## config.mk

```make
export PLATFORM = sky130hd
export DESIGN_NAME = input_debouncer_flat
export DESIGN_NICKNAME = d
export VERILOG_FILES = /design/src/rtl/input_debouncer_if.sv /design/src/rtl/input_debouncer.sv /design/src/flat_wrapper.sv
export SDC_FILE = /design/constraint.sdc
export NUM_CORES = 1
export LEC_CHECK = 0
export CORE_MARGIN = 10
export CORE_UTILIZATION = 50
export CTS_BUF_LIST = sky130_fd_sc_hd__clkbuf_4 sky130_fd_sc_hd__clkbuf_8
export DETAILED_ROUTE_END_ITERATION = 12
export GPL_TIMING_DRIVEN = 0
export PLACE_DENSITY = 0.76
export SLEW_MARGIN = 20
export SYNTH_ARGS = -nofsm -noshare
export SYNTH_HDL_FRONTEND = slang
export SYNTH_SLANG_ARGS = --single-unit
```

## constraint.sdc

```tcl
create_clock -name clk -period 2 [get_ports clk]
set_clock_uncertainty 0.05 [all_clocks]
set_input_delay 0.4 -clock clk [delete_from_list [all_inputs] [get_ports clk]]
set_output_delay 0.4 -clock clk [all_outputs]
set_load 0.005 [all_outputs]
```

## src/rtl/input_debouncer_if.sv

```systemverilog
// Signal bundle between the debouncer and its consumer: raw level and count clear in,
// the clean level, edge events, pending flag and rise count out.
interface input_debouncer_if #(
    parameter int COUNT_WIDTH = 8
);
    logic                   din;
    logic                   clr_count;
    logic                   dout;
    logic                   rise;
    logic                   fall;
    logic                   busy;
    logic [COUNT_WIDTH-1:0] toggle_count;

    modport master (
        output din,
        output clr_count,
        input  dout,
        input  rise,
        input  fall,
        input  busy,
        input  toggle_count
    );

    modport slave (
        input  din,
        input  clr_count,
        output dout,
        output rise,
        output fall,
        output busy,
        output toggle_count
    );
endinterface

```

## src/rtl/input_debouncer.sv

```systemverilog
// Synchronizes and debounces a raw asynchronous level into a clean registered level,
// with single-cycle rise/fall pulses and a wrapping rise counter.
module input_debouncer #(
    parameter int SYNC_STAGES     = 2,
    parameter int DEBOUNCE_CYCLES = 16,
    parameter int COUNT_WIDTH     = 8
) (
    input  logic               clk,
    input  logic               rst,
    input_debouncer_if.slave   bus
);
    localparam int CNT_W = $clog2(DEBOUNCE_CYCLES);
    localparam logic [CNT_W-1:0]       CNT_LAST  = CNT_W'(DEBOUNCE_CYCLES - 1);
    localparam logic [CNT_W-1:0]       CNT_ONE   = CNT_W'(1);
    localparam logic [COUNT_WIDTH-1:0] COUNT_ONE = COUNT_WIDTH'(1);

    if (DEBOUNCE_CYCLES < 2) begin : g_bad_debounce
        $error("input_debouncer: DEBOUNCE_CYCLES must be at least 2");
    end
    if (SYNC_STAGES < 2) begin : g_bad_sync
        $error("input_debouncer: SYNC_STAGES must be at least 2");
    end

    typedef enum logic [1:0] {
        STABLE_LOW  = 2'd0,
        PEND_HIGH   = 2'd1,
        STABLE_HIGH = 2'd2,
        PEND_LOW    = 2'd3
    } state_e;

    logic [SYNC_STAGES-1:0] sync_q;
    logic                   sync_s;
    state_e                 state_q;
    logic [CNT_W-1:0]       cnt_q;
    logic                   dout_q;
    logic                   rise_q;
    logic                   fall_q;
    logic                   busy_q;
    logic [COUNT_WIDTH-1:0] count_q;
    logic [COUNT_WIDTH-1:0] count_d;
    logic                   rise_evt_s;

    assign sync_s = sync_q[SYNC_STAGES-1];

    // The FSM completes a low-to-high change on exactly this condition.
    assign rise_evt_s = (state_q == PEND_HIGH) && sync_s && (cnt_q == CNT_LAST);

    // Metastability shift chain; only its last stage is ever observed.
    always_ff @(posedge clk) begin
        if (rst) begin
            sync_q <= '0;
        end else begin
            sync_q <= {sync_q[SYNC_STAGES-2:0], bus.din};
        end
    end

    // Debounce FSM with registered level, event pulses and pending flag.
    always_ff @(posedge clk) begin
        if (rst) begin
            state_q <= STABLE_LOW;
            cnt_q   <= '0;
            dout_q  <= 1'b0;
            rise_q  <= 1'b0;
            fall_q  <= 1'b0;
            busy_q  <= 1'b0;
        end else begin
            rise_q <= 1'b0;
            fall_q <= 1'b0;
            case (state_q)
                STABLE_LOW: begin
                    if (sync_s) begin
                        state_q <= PEND_HIGH;
                        cnt_q   <= CNT_ONE;
                        busy_q  <= 1'b1;
                    end else begin
                        busy_q  <= 1'b0;
                    end
                end
                PEND_HIGH: begin
                    if (!sync_s) begin
                        state_q <= STABLE_LOW;
                        cnt_q   <= '0;
                        busy_q  <= 1'b0;
                    end else if (cnt_q == CNT_LAST) begin
                        state_q <= STABLE_HIGH;
                        cnt_q   <= '0;
                        dout_q  <= 1'b1;
                        rise_q  <= 1'b1;
                        busy_q  <= 1'b0;
                    end else begin
                        cnt_q   <= cnt_q + CNT_ONE;
                        busy_q  <= 1'b1;
                    end
                end
                STABLE_HIGH: begin
                    if (!sync_s) begin
                        state_q <= PEND_LOW;
                        cnt_q   <= CNT_ONE;
                        busy_q  <= 1'b1;
                    end else begin
                        busy_q  <= 1'b0;
                    end
                end
                PEND_LOW: begin
                    if (sync_s) begin
                        state_q <= STABLE_HIGH;
                        cnt_q   <= '0;
                        busy_q  <= 1'b0;
                    end else if (cnt_q == CNT_LAST) begin
                        state_q <= STABLE_LOW;
                        cnt_q   <= '0;
                        dout_q  <= 1'b0;
                        fall_q  <= 1'b1;
                        busy_q  <= 1'b0;
                    end else begin
                        cnt_q   <= cnt_q + CNT_ONE;
                        busy_q  <= 1'b1;
                    end
                end
                default: begin
                    state_q <= STABLE_LOW;
                    cnt_q   <= '0;
                    dout_q  <= 1'b0;
                    busy_q  <= 1'b0;
                end
            endcase
        end
    end

    // Clear takes effect before a coincident rise is counted.
    always_comb begin
        count_d = count_q;
        if (bus.clr_count) begin
            count_d = '0;
        end else begin
            count_d = count_q;
        end
        if (rise_evt_s) begin
            count_d = count_d + COUNT_ONE;
        end else begin
            count_d = count_d;
        end
    end

    // Rise counter register.
    always_ff @(posedge clk) begin
        if (rst) begin
            count_q <= '0;
        end else begin
            count_q <= count_d;
        end
    end

    assign bus.dout         = dout_q;
    assign bus.rise         = rise_q;
    assign bus.fall         = fall_q;
    assign bus.busy         = busy_q;
    assign bus.toggle_count = count_q;
endmodule

```

## src/flat_wrapper.sv

```systemverilog
// flat-port wrapper written by rule: the top's interface ports become plain ports
module input_debouncer_flat 
#(
    parameter int SYNC_STAGES     = 2,
    parameter int DEBOUNCE_CYCLES = 16,
    parameter int COUNT_WIDTH     = 8
)
  (clk, rst, bus_din, bus_clr_count, bus_dout, bus_rise, bus_fall, bus_busy, bus_toggle_count);
  input_debouncer_if #(.COUNT_WIDTH(COUNT_WIDTH)) bus_i ();
  input  logic clk;
  input  logic rst;
  input wire logic [$bits(bus_i.din)-1:0] bus_din;
  input wire logic [$bits(bus_i.clr_count)-1:0] bus_clr_count;
  output wire logic [$bits(bus_i.dout)-1:0] bus_dout;
  output wire logic [$bits(bus_i.rise)-1:0] bus_rise;
  output wire logic [$bits(bus_i.fall)-1:0] bus_fall;
  output wire logic [$bits(bus_i.busy)-1:0] bus_busy;
  output wire logic [$bits(bus_i.toggle_count)-1:0] bus_toggle_count;
  assign bus_i.din = bus_din;
  assign bus_i.clr_count = bus_clr_count;
  assign bus_dout = bus_i.dout;
  assign bus_rise = bus_i.rise;
  assign bus_fall = bus_i.fall;
  assign bus_busy = bus_i.busy;
  assign bus_toggle_count = bus_i.toggle_count;
  input_debouncer #(.SYNC_STAGES(SYNC_STAGES), .DEBOUNCE_CYCLES(DEBOUNCE_CYCLES), .COUNT_WIDTH(COUNT_WIDTH)) u_core (.clk(clk), .rst(rst), .bus(bus_i));
endmodule
```

==> qor.yml, run 1 <==
die-area_sq_um: 3960
grt_use_met2_pct: 16.1
power-per-cell-area_nw_per_um2: 603
die_width_um: 62.9
tritoncts: "done"
cts-hold-fix-buffers: 0
crit_path_start_kind: "flip-flop"
die_height_um: 62.9
area_growth_pct: 22.5
global_route_wire_length_before_repair_mm: 3.31
finalNetCount: 124
post_drt_via_cell_ratio: 5.24
start_util_pct: 52.8
postLayoutCoreUtil_pct: 64.7
internal_power_mw: 0.533
r2r_start: "u_core.cnt_q[0]"
path_cells: "clkdlybuf4s50_1"
clkSinkCount: 20
critical_path_class: "reg -> out"
critical_path.max_fanout: 5
status: "complete, no violations"
worst_setup_path_end_kind: "primary output"
crit_path_max_incr_delay_ns: 0.54
cts_inserted_buffers: 3
post_cts_buffers: 0
drt_wl_total_mm: 1.85
core.rowCount: 15
worst_r2r_endpoint: "u_core.bus.toggle_count[7]"
netlist.top_cell.by_area: "dfxtp_1"
finalCriticalPeriod_ns: 1.73
clk_pin_slew_worst_paths_ns: 0.11
grt_use_met1_pct: 11.7
grt_remaining_overflow: 0
cap_viol_max_count: 0
worst_path_max_delay_cell: "clkdlybuf4s50_1"
vias: 744
synthesis.yosys.warnings: 0
power.net_switching_mw: 0.149
ir_worst_vdd_mv: 0.444
synth_top_cells_by_area: "dfxtp_1 (43%), nor3_2 (5.4%), xnor2_1 (3.8%)"
dp_hpwl_mm: 1.37
synth_top_area_share_pct: 43.4
worst-slew-pin-transition_ns: 0.555
detail_route.iter0.violations: 12
critPathBufInv: 1
power.static_leakage_nw: 0.432
post_cts_resized: 0
drcViolationCount: 0
syn_area_sq_um: 922
hold_path_class: "in -> reg"
n_antenna_cell: 0
setup_viol: 0
finalMaxSlewViolations: 0
final.period_utilization_pct: 86.5
hold_viol: 0
globalplace.congestion: 0.841
maxClockFrequency_ghz: 0.578
power.share.sequential_pct: 60.0
use_met3_pct: 2.69
floorplan.core_area_sq_um: 1750
min_from: "bus_clr_count"
p_comb_share_pct: 5.5
grt_antenna_before_repair: 0
grt_most_used_layer: "met2"
max_slew_margin_pct: 62.9
rr_worst_depth: 5
drive_gt1_share_pct: 12.8
ctsRootBufferMaster: "clkbuf_4"
cts.htree.levels: 1
firstDrtPassIters: 4
clock_path_buffers: 2
timing.hold.worst_endpoint: "u_core.bus.toggle_count[6]"
synth_seq_cells: 20
synth.avg_cell_area_sq_um: 9.31
grt_start_max_net_pins: 12
power.clock.fraction_pct: 34.5
nFillCells: 164
worstPathArrival_ns: 1.28
clock_insertion_delay_worst_skew_ns: 0.30
postSynthNetCount: 105
portBuffers: 14
hold_depth: 2
synth_cells: 99
required_ns: 1.55
netSwitchingFraction_pct: 21.8
first_global_vias: 718
critical-path-top-delay-family: "buffers and inverters"
synth-seq-area-share_pct: 43.4
ioPinCount: 16
synth_unique_cells: 32
detail_route.wl_per_cell_um: 13.0
timing.setup.tns_ns: 0
rsz0062_at_grt: "no"
grt_usage_pct: 10.0
ant_nets: 0
timing.reg2reg.setup_slack_ns: 0.34
[sequential cells by signal, summed over array words and instances, names as in the netlist, named ones only]
signal	count
u_core.bus.toggle_count	8
u_core.cnt_q	4
u_core.bus.busy	1
u_core.bus.fall	1
u_core.bus.dout	1
u_core.bus.rise	1
u_core.state_q	1
u_core.sync_q	2
[worst max path at each step]
stage	startpoint	end	slack, ns	cells past startpoint
2_1_floorplan	bus_clr_count	u_core.bus.toggle_count[6]	0.49	7
3_3_place_gp	rst	u_core.cnt_q[3]	0.27	4
3_5_place_dp	rst	u_core.cnt_q[3]	0.29	4
4_1_cts	u_core.bus.toggle_count[4]	bus_toggle_count[4]	0.26	1
5_1_grt	u_core.cnt_q[0]	u_core.bus.toggle_count[7]	0.15	5
6_report	u_core.bus.toggle_count[4]	bus_toggle_count[4]	0.27	1
[per-layer routing]
metal  wire length, um  share of wire (%)
met2               889                 48
met3                64                3.5
met5                 0                  0
met1               878                 47
met4                21                1.1
[cells in the mapped netlist (all sizes together)]
| master | instances |
|---|---|
| a21oi | 6 |
| dfxtp | 20 |
| o21ai | 2 |
| buf | 4 |
| nand3b | 2 |
| nor4 | 1 |
| clkbuf | 1 |
| nor3 | 7 |
| nor3b | 4 |
| xnor2 | 4 |
| ha | 2 |
| nor2 | 7 |
| a21o | 1 |
| or2 | 1 |
| nor2b | 5 |
| nand3 | 6 |
| a211oi | 1 |
| nand2 | 9 |
| nand4 | 2 |
| mux2 | 1 |
| and4 | 2 |
| nand4b | 2 |
| inv | 3 |
| a31oi | 2 |
| and3 | 1 |
| xor2 | 3 |
[logic make-up (layout without fill, tap and decap cells)]
| kind of cell | count (synthesis) | count (layout) | synth area share, % |
|---|---|---|---|
| xor+xnor | 7 | 7 | 6.65 |
| flops | 20 | 20 | 43.4 |
| simple gates | 49 | 49 | 33.4 |
| fa+ha+maj | 2 | 2 | 2.71 |
| compound gates | 12 | 12 | 7.33 |
| buf+inv | 8 | 26 | 5.29 |
| mux | 1 | 1 | 1.22 |
[layout make-up]
cell class | count | area (sq um) | area share [%]
clock buffer | 4 | 36.3 | 3.21
tap | 25 | 31.3 | 2.77
multi-input combinational | 71 | 473 | 41.9
buffer | 5 | 37.5 | 3.32
sequential | 20 | 400 | 35.4
timing repair buffer | 14 | 140 | 12.4
inverter | 3 | 11.3 | 0.997
[per-stage QoR]
stage / cells / cell area (sq um) / power [mW] / setup WS (ns) / hold WS [ns]
after floorplan: 99 / 922 / 0.440 / 0.493 / 0.364
after global placement: 138 / 1090 / 0.455 / 0.273 / 0.375
after detailed placement: 138 / 1090 / 0.456 / 0.287 / 0.383
after CTS: 142 / 1130 / 0.691 / 0.263 / 0.237
after global routing: 142 / 1130 / 0.718 / 0.152 / 0.229
final: 142 / 1130 / 0.682 / 0.270 / 0.243
[power by group through the flow]
stage	Sequential (mW)	Combinational (mW)	Clock (mW)
after global placement	0.418	0.0374	0
after global routing	0.410	0.0418	0.266
after floorplan	0.417	0.0228	0
after CTS	0.409	0.0379	0.244
final	0.409	0.0375	0.235
after detailed placement	0.418	0.0379	0
[layout by cell type (no fill, tap or decap), types with 2 or more instances in the layout]
cell type,instances
dfxtp_1,20
nand3_1,6
clkdlybuf4s50_1,14
buf_6,2
nor2_1,7
o21ai_0,2
xor2_1,3
clkbuf_4,3
xnor2_1,4
nor2b_1,5
a21oi_1,6
nand3b_1,2
nor3b_1,4
nor3_1,2
nor3_2,5
nand2_1,8
and4_1,2
ha_1,2
a31oi_1,2
inv_1,3
Power figures use the tool's default switching activity.
==> run 2: changes to the inputs <==
CAP_MARGIN = 5   (was not set)
GPL_TIMING_DRIVEN = not set   (was 0)
==> run 2 against run 1 <==
Against the previous run: final cell count fell by 0.70%; worst hold slack improved by 0.16 ns; sequential power barely moved; via count fell by 2.4%; highest routed layer unchanged; first-iteration DRC count fell by 42%; die area did not move; sequential share of layout area rose by 0.16 points; core utilization fell by 0.29 points; non-clock buffer count fell by 1; clock-buffer cell count did not move; combinational power rose by 1%; fmax barely moved.
==> qor.yml, run 2 (synthesized netlist as in run 1, its figures left out) <==
grt_usage_pct: 10.0  # about the same
ioPinCount: 16  # unchanged
critical_path.max_fanout: 5  # unchanged
drt_wl_total_mm: 1.77  # was 1.85 mm
fin_total_pwr_mw: 0.683  # was 0.682 mW
area_growth_pct: 22.0  # was 22.5%
clock_insertion_delay_worst_skew_ns: 0.30  # about the same
setup_viol: 0  # unchanged
worst_path_max_delay_cell: "clkdlybuf4s50_1"  # unchanged
place_worst_setup_slack_ns: -0.00870  # was 0.287 ns
die-area_sq_um: 3960  # unchanged
global_route_wire_length_before_repair_mm: 3.29  # was 3.31 mm
timing.setup.tns_ns: 0  # unchanged
rsz0062_at_grt: "no"  # unchanged
drive_gt1_share_pct: 12.9  # was 12.8%
finalCriticalPeriod_ns: 1.73  # about the same
worst_setup_path_end_kind: "primary output"  # unchanged
largest_reg_flops: 8  # unchanged
detail_route.wl_per_cell_um: 12.6  # was 13.0 um
required_ns: 1.55  # about the same
critical_path_class: "reg -> out"  # unchanged
clkSinkCount: 20  # unchanged
nFillCells: 152  # was 164
n_antenna_cell: 0  # unchanged
placed_cell_area_sq_um: 1090  # about the same
grt_start_max_net_pins: 15  # was 12
worst-slew-pin-transition_ns: 0.533  # was 0.555 ns
post_drt_via_cell_ratio: 5.15  # was 5.24
cts.htree.levels: 1  # unchanged
final.period_utilization_pct: 86.5  # about the same
die_height_um: 62.9  # unchanged
crit_path_start_kind: "flip-flop"  # unchanged
grt_remaining_overflow: 0  # unchanged
core.rowCount: 15  # unchanged
die_width_um: 62.9  # unchanged
cts-hold-fix-buffers: 0  # unchanged
globalplace.congestion: 0.794  # was 0.841
path_cells: "clkdlybuf4s50_1"  # unchanged
max_slew_margin_pct: 64.3  # was 62.9%
stdcell_area_sq_um: 1120  # was 1130 sq um
floorplan.core_area_sq_um: 1750  # unchanged
critical-path-top-delay-family: "buffers and inverters"  # unchanged
tritoncts: "done"  # unchanged
portBuffers: 15  # was 14
post_cts_resized: 0  # unchanged
cp_num_cells: 1  # unchanged
dp_hpwl_mm: 1.33  # was 1.37 mm
pnr_worst_setup_slack_ns: 0.270  # about the same
finalNetCount: 123  # was 124
worstPathArrival_ns: 1.28  # about the same
clock_path_buffers: 2  # unchanged
finalMaxSlewViolations: 0  # unchanged
hold_depth: 1  # was 2
start_util_pct: 52.8  # unchanged
power-per-cell-area_nw_per_um2: 607  # was 603 nW/um^2
post_cts_buffers: 0  # unchanged
clk_pin_slew_worst_paths_ns: 0.11  # about the same
cap_viol_max_count: 0  # unchanged
hold_viol: 0  # unchanged
finalNonFillerCells: 141  # was 142
grt_antenna_before_repair: 0  # unchanged
dpl.cell_count: 137  # was 138
hold_path_class: "reg -> reg"  # was in -> reg
ctsRootBufferMaster: "clkbuf_4"  # unchanged
first_global_vias: 726  # was 718
power.static_leakage_nw: 0.430  # was 0.432 nW
ir_worst_vdd_mv: 0.525  # was 0.444 mV
status: "complete, no violations"  # unchanged
cts_inserted_buffers: 3  # unchanged
vias: 726  # was 744
leading_cell_type_in_the_layout_fill_and_taps_excluded: "dfxtp_1"  # unchanged
maxClockFrequency_ghz: 0.578  # about the same
layout.cells.most_common_list: "dfxtp_1 (20), clkdlybuf4s50_1 (15), nand2_1 (8)"  # was dfxtp_1 (20), clkdlybuf4s50_1 (14), nand2_1 (8)
register_area_sq_um: 400  # unchanged
crit_path_max_incr_delay_ns: 0.54  # about the same
firstDrtPassIters: 5  # was 4
ant_nets: 0  # unchanged
detail_route.iter0.violations: 7  # was 12
critPathBufInv: 1  # unchanged
rr_worst_depth: 5  # unchanged
multiInputGateArea_sq_um: 473  # unchanged
drcViolationCount: 0  # unchanged
run 2: cell count changes in the layout (fill, tap and decap cells not counted):
cell             change
buf_1                -1
buf_4                +2
clkdlybuf4s50_1      +1
buf_6                -2
clkbuf_1             -1
run 2: cell type report:
class / instances / area share, %
well taps: 25 / 2.78
flip-flops and latches: 20 / 35.6
multi-input cells: 71 / 42.0
repair buffers: 18 / 15.4
clock buffers: 4 / 3.23
inverters: 3 / 1.00
run 2: final timing paths:
check	start	end	slack [ns]
max reg2reg	u_core.cnt_q[0]	u_core.bus.toggle_count[7]	0.33
max	u_core.bus.toggle_count[4]	bus_toggle_count[4]	0.27
min	u_core.sync_q[0]	u_core.sync_q[1]	0.40
min reg2reg	u_core.sync_q[0]	u_core.sync_q[1]	0.40
run 2: routing by layer:
layer  global-route usage, %  vias up  routed length, um
met5                       0        -                  0
li1                        -      377                  -
met4                    5.87        0                 42
met1                    12.2      328                866
met2                    14.8       16                800
met3                    3.23        5                 63
run 2: through the flow:
stage | hold WS, ns | utilization (%)
6_report | 0.400 | 64.4
5_1_grt | 0.428 | 64.4
4_1_cts | 0.406 | 64.4
3_5_place_dp | 0.379 | 62.4
3_3_place_gp | 0.376 | 62.4
2_1_floorplan | 0.364 | -
run 2: power by group:
part	leakage [nW]	switching [mW]	internal (mW)
clock	0.0210	0.124	0.111
combinational	0.247	0.0186	0.0193
sequential	0.162	0.00550	0.404
total	0.430	0.148	0.535
==> run 3: changes to the inputs <==
==> constraint.sdc (replaced) <==
create_clock -name clk -period 2 [get_ports clk]
set_clock_uncertainty 0.05 [all_clocks]
set_input_delay 0.2 -clock clk [delete_from_list [all_inputs] [get_ports clk]]
set_output_delay 0.2 -clock clk [all_outputs]
set_load 0.005 [all_outputs]
==> run 3 against run 2 <==
Against the previous run: clock power is 4% higher; total power is 1.2% higher; sequential share of layout area grew 0.24 points; clock-buffer cell count is the same; routed wire length grew 7.6%; global-route usage up 1.2 points; first-iteration DRC count increased to 5.1 times the previous value; via count up 2.1%; combinational power down 2%; register-to-register slack got worse by 0.03 ns; critical path type is now reg -> reg; critical endpoint is now u_core.bus.toggle_count[7].
==> qor.yml, run 3 (synthesized netlist as in run 1, its figures left out) <==
status: "complete, no violations"  # unchanged
grt_start_max_net_pins: 13  # was 15
post_drt_via_cell_ratio: 5.29  # was 5.15
grt_remaining_overflow: 0  # unchanged
global_route_wire_length_before_repair_mm: 3.61  # was 3.29 mm
clk_pin_slew_worst_paths_ns: 0.12  # was 0.11 ns
grt_most_used_layer: "met2"  # unchanged
vias: 741  # was 726
dp_hpwl_mm: 1.36  # was 1.33 mm
rsz0062_at_grt: "no"  # unchanged
hold_path_class: "in -> reg"  # was reg -> reg
final.period_utilization_pct: 85.2  # was 86.5%
clkSinkCount: 20  # unchanged
largest_reg_flops: 8  # unchanged
ir_worst_vdd_mv: 0.394  # was 0.525 mV
clock_insertion_delay_worst_skew_ns: 0.31  # was 0.30 ns
ioPinCount: 16  # unchanged
hold_viol: 0  # unchanged
cts.htree.levels: 1  # unchanged
core.rowCount: 15  # unchanged
ant_nets: 0  # unchanged
layout.cells.most_common_list: "dfxtp_1 (20), clkdlybuf4s50_1 (15), nand2_1 (8)"  # unchanged
grt_antenna_before_repair: 0  # unchanged
timing.reg2reg.setup_slack_ns: 0.30  # was 0.33 ns
cts_inserted_buffers: 3  # unchanged
required_ns: 2.16  # was 1.55 ns
worstPathArrival_ns: 1.86  # was 1.28 ns
power.static_leakage_nw: 0.425  # was 0.430 nW
ctsRootBufferMaster: "clkbuf_4"  # unchanged
rr_worst_depth: 5  # unchanged
finalNetCount: 122  # was 123
worst-slew-pin-transition_ns: 0.507  # was 0.533 ns
cts-hold-fix-buffers: 0  # unchanged
critical_path.max_fanout: 7  # was 5
worst_setup_path_end_kind: "flip-flop"  # was primary output
firstDrtPassIters: 4  # was 5
use_met3_pct: 3.58  # was 3.23%
grt_use_met1_pct: 13.1  # was 12.2%
maxClockFrequency_ghz: 0.587  # was 0.578 GHz
finalCriticalPeriod_ns: 1.70  # was 1.73 ns
portBuffers: 15  # unchanged
detail_route.iter0.violations: 36  # was 7
timing.hold.worst_endpoint: "u_core.sync_q[0]"  # was u_core.sync_q[1]
post_cts_resized: 0  # unchanged
start_util_pct: 52.8  # unchanged
detail_route.wl_per_cell_um: 13.6  # was 12.6 um
timing.setup.tns_ns: 0  # unchanged
nFillCells: 158  # was 152
critical_path_class: "reg -> reg"  # was reg -> out
area_growth_pct: 21.2  # was 22.0%
die_width_um: 62.9  # unchanged
globalplace.congestion: 0.812  # was 0.794
r2r_start: "u_core.cnt_q[0]"  # unchanged
grt_use_met2_pct: 16.9  # was 14.8%
n_antenna_cell: 0  # unchanged
multiInputGateArea_sq_um: 473  # unchanged
clock_path_buffers: 2  # unchanged
register_area_sq_um: 400  # unchanged
die-area_sq_um: 3960  # unchanged
worst_r2r_endpoint: "u_core.bus.toggle_count[7]"  # unchanged
power-per-cell-area_nw_per_um2: 619  # was 607 nW/um^2
grt_usage_pct: 11.3  # was 10.0%
min_from: "bus_din"  # was u_core.sync_q[0]
max_slew_margin_pct: 66.1  # was 64.3%
hold_depth: 2  # was 1
fin_total_pwr_mw: 0.691  # was 0.683 mW
drt_wl_total_mm: 1.91  # was 1.77 mm
first_global_vias: 749  # was 726
setup_viol: 0  # unchanged
crit_path_start_kind: "flip-flop"  # unchanged
cap_viol_max_count: 0  # unchanged
drive_gt1_share_pct: 12.2  # was 12.9%
die_height_um: 62.9  # unchanged
drcViolationCount: 0  # unchanged
finalMaxSlewViolations: 0  # unchanged
tritoncts: "done"  # unchanged
leading_cell_type_in_the_layout_fill_and_taps_excluded: "dfxtp_1"  # unchanged
floorplan.core_area_sq_um: 1750  # unchanged
postLayoutCoreUtil_pct: 64.0  # was 64.4%
post_cts_buffers: 0  # unchanged
==> run 3: layout make-up <==
type	count	share of cell area, %
Inverter	3	1.01
Tap cell	25	2.80
Timing Repair Buffer	17	14.8
Sequential cell	20	35.8
Clock buffer	4	3.25
Multi-Input combinational cell	71	42.3
==> run 3: how the worst max path moves through the flow <==
stage	from	end	slack (ns)	depth (start not counted)
after floorplan	u_core.cnt_q[0]	u_core.bus.toggle_count[7]	0.50	5
after global placement	bus_clr_count	u_core.bus.toggle_count[6]	0.30	7
after detailed placement	bus_clr_count	u_core.bus.toggle_count[6]	0.22	7
after CTS	u_core.cnt_q[0]	u_core.bus.toggle_count[7]	0.28	5
after global routing	u_core.cnt_q[0]	u_core.bus.toggle_count[0]	0.09	5
final	u_core.cnt_q[0]	u_core.bus.toggle_count[7]	0.30	5
==> run 3: routing by layer <==
metal	vias to the layer above	routed length (um)
met5	-	0
met4	0	65
met3	7	81
met2	16	882
met1	344	879
li1	374	-
==> run 3: power breakdown <==
part / switching (mW) / leakage [nW] / internal (mW)
Clock: 0.133 / 0.0210 / 0.111
Combinational: 0.0190 / 0.242 / 0.0181
Sequential: 0.00556 / 0.162 / 0.404
Total: 0.158 / 0.425 / 0.534
==> run 3: through the flow <==
step	cells	cell area, sq um	setup WS (ns)	hold slack, ns
4_1_cts	140	1120	0.282	0.380
3_5_place_dp	136	1080	0.221	0.406
3_3_place_gp	136	1080	0.301	0.376
5_1_grt	140	1120	0.0893	0.409
2_1_floorplan	99	922	0.502	0.278
6_report	140	1120	0.296	0.381
==> run 3: worst max-delay path, cell delays in order (launching register included) <==
cell and delay, ns:
dfxtp_1 0.42, ha_1 0.28, nand4_2 0.25, nor2_1 0.16
nand4_1 0.12, mux2_1 0.32
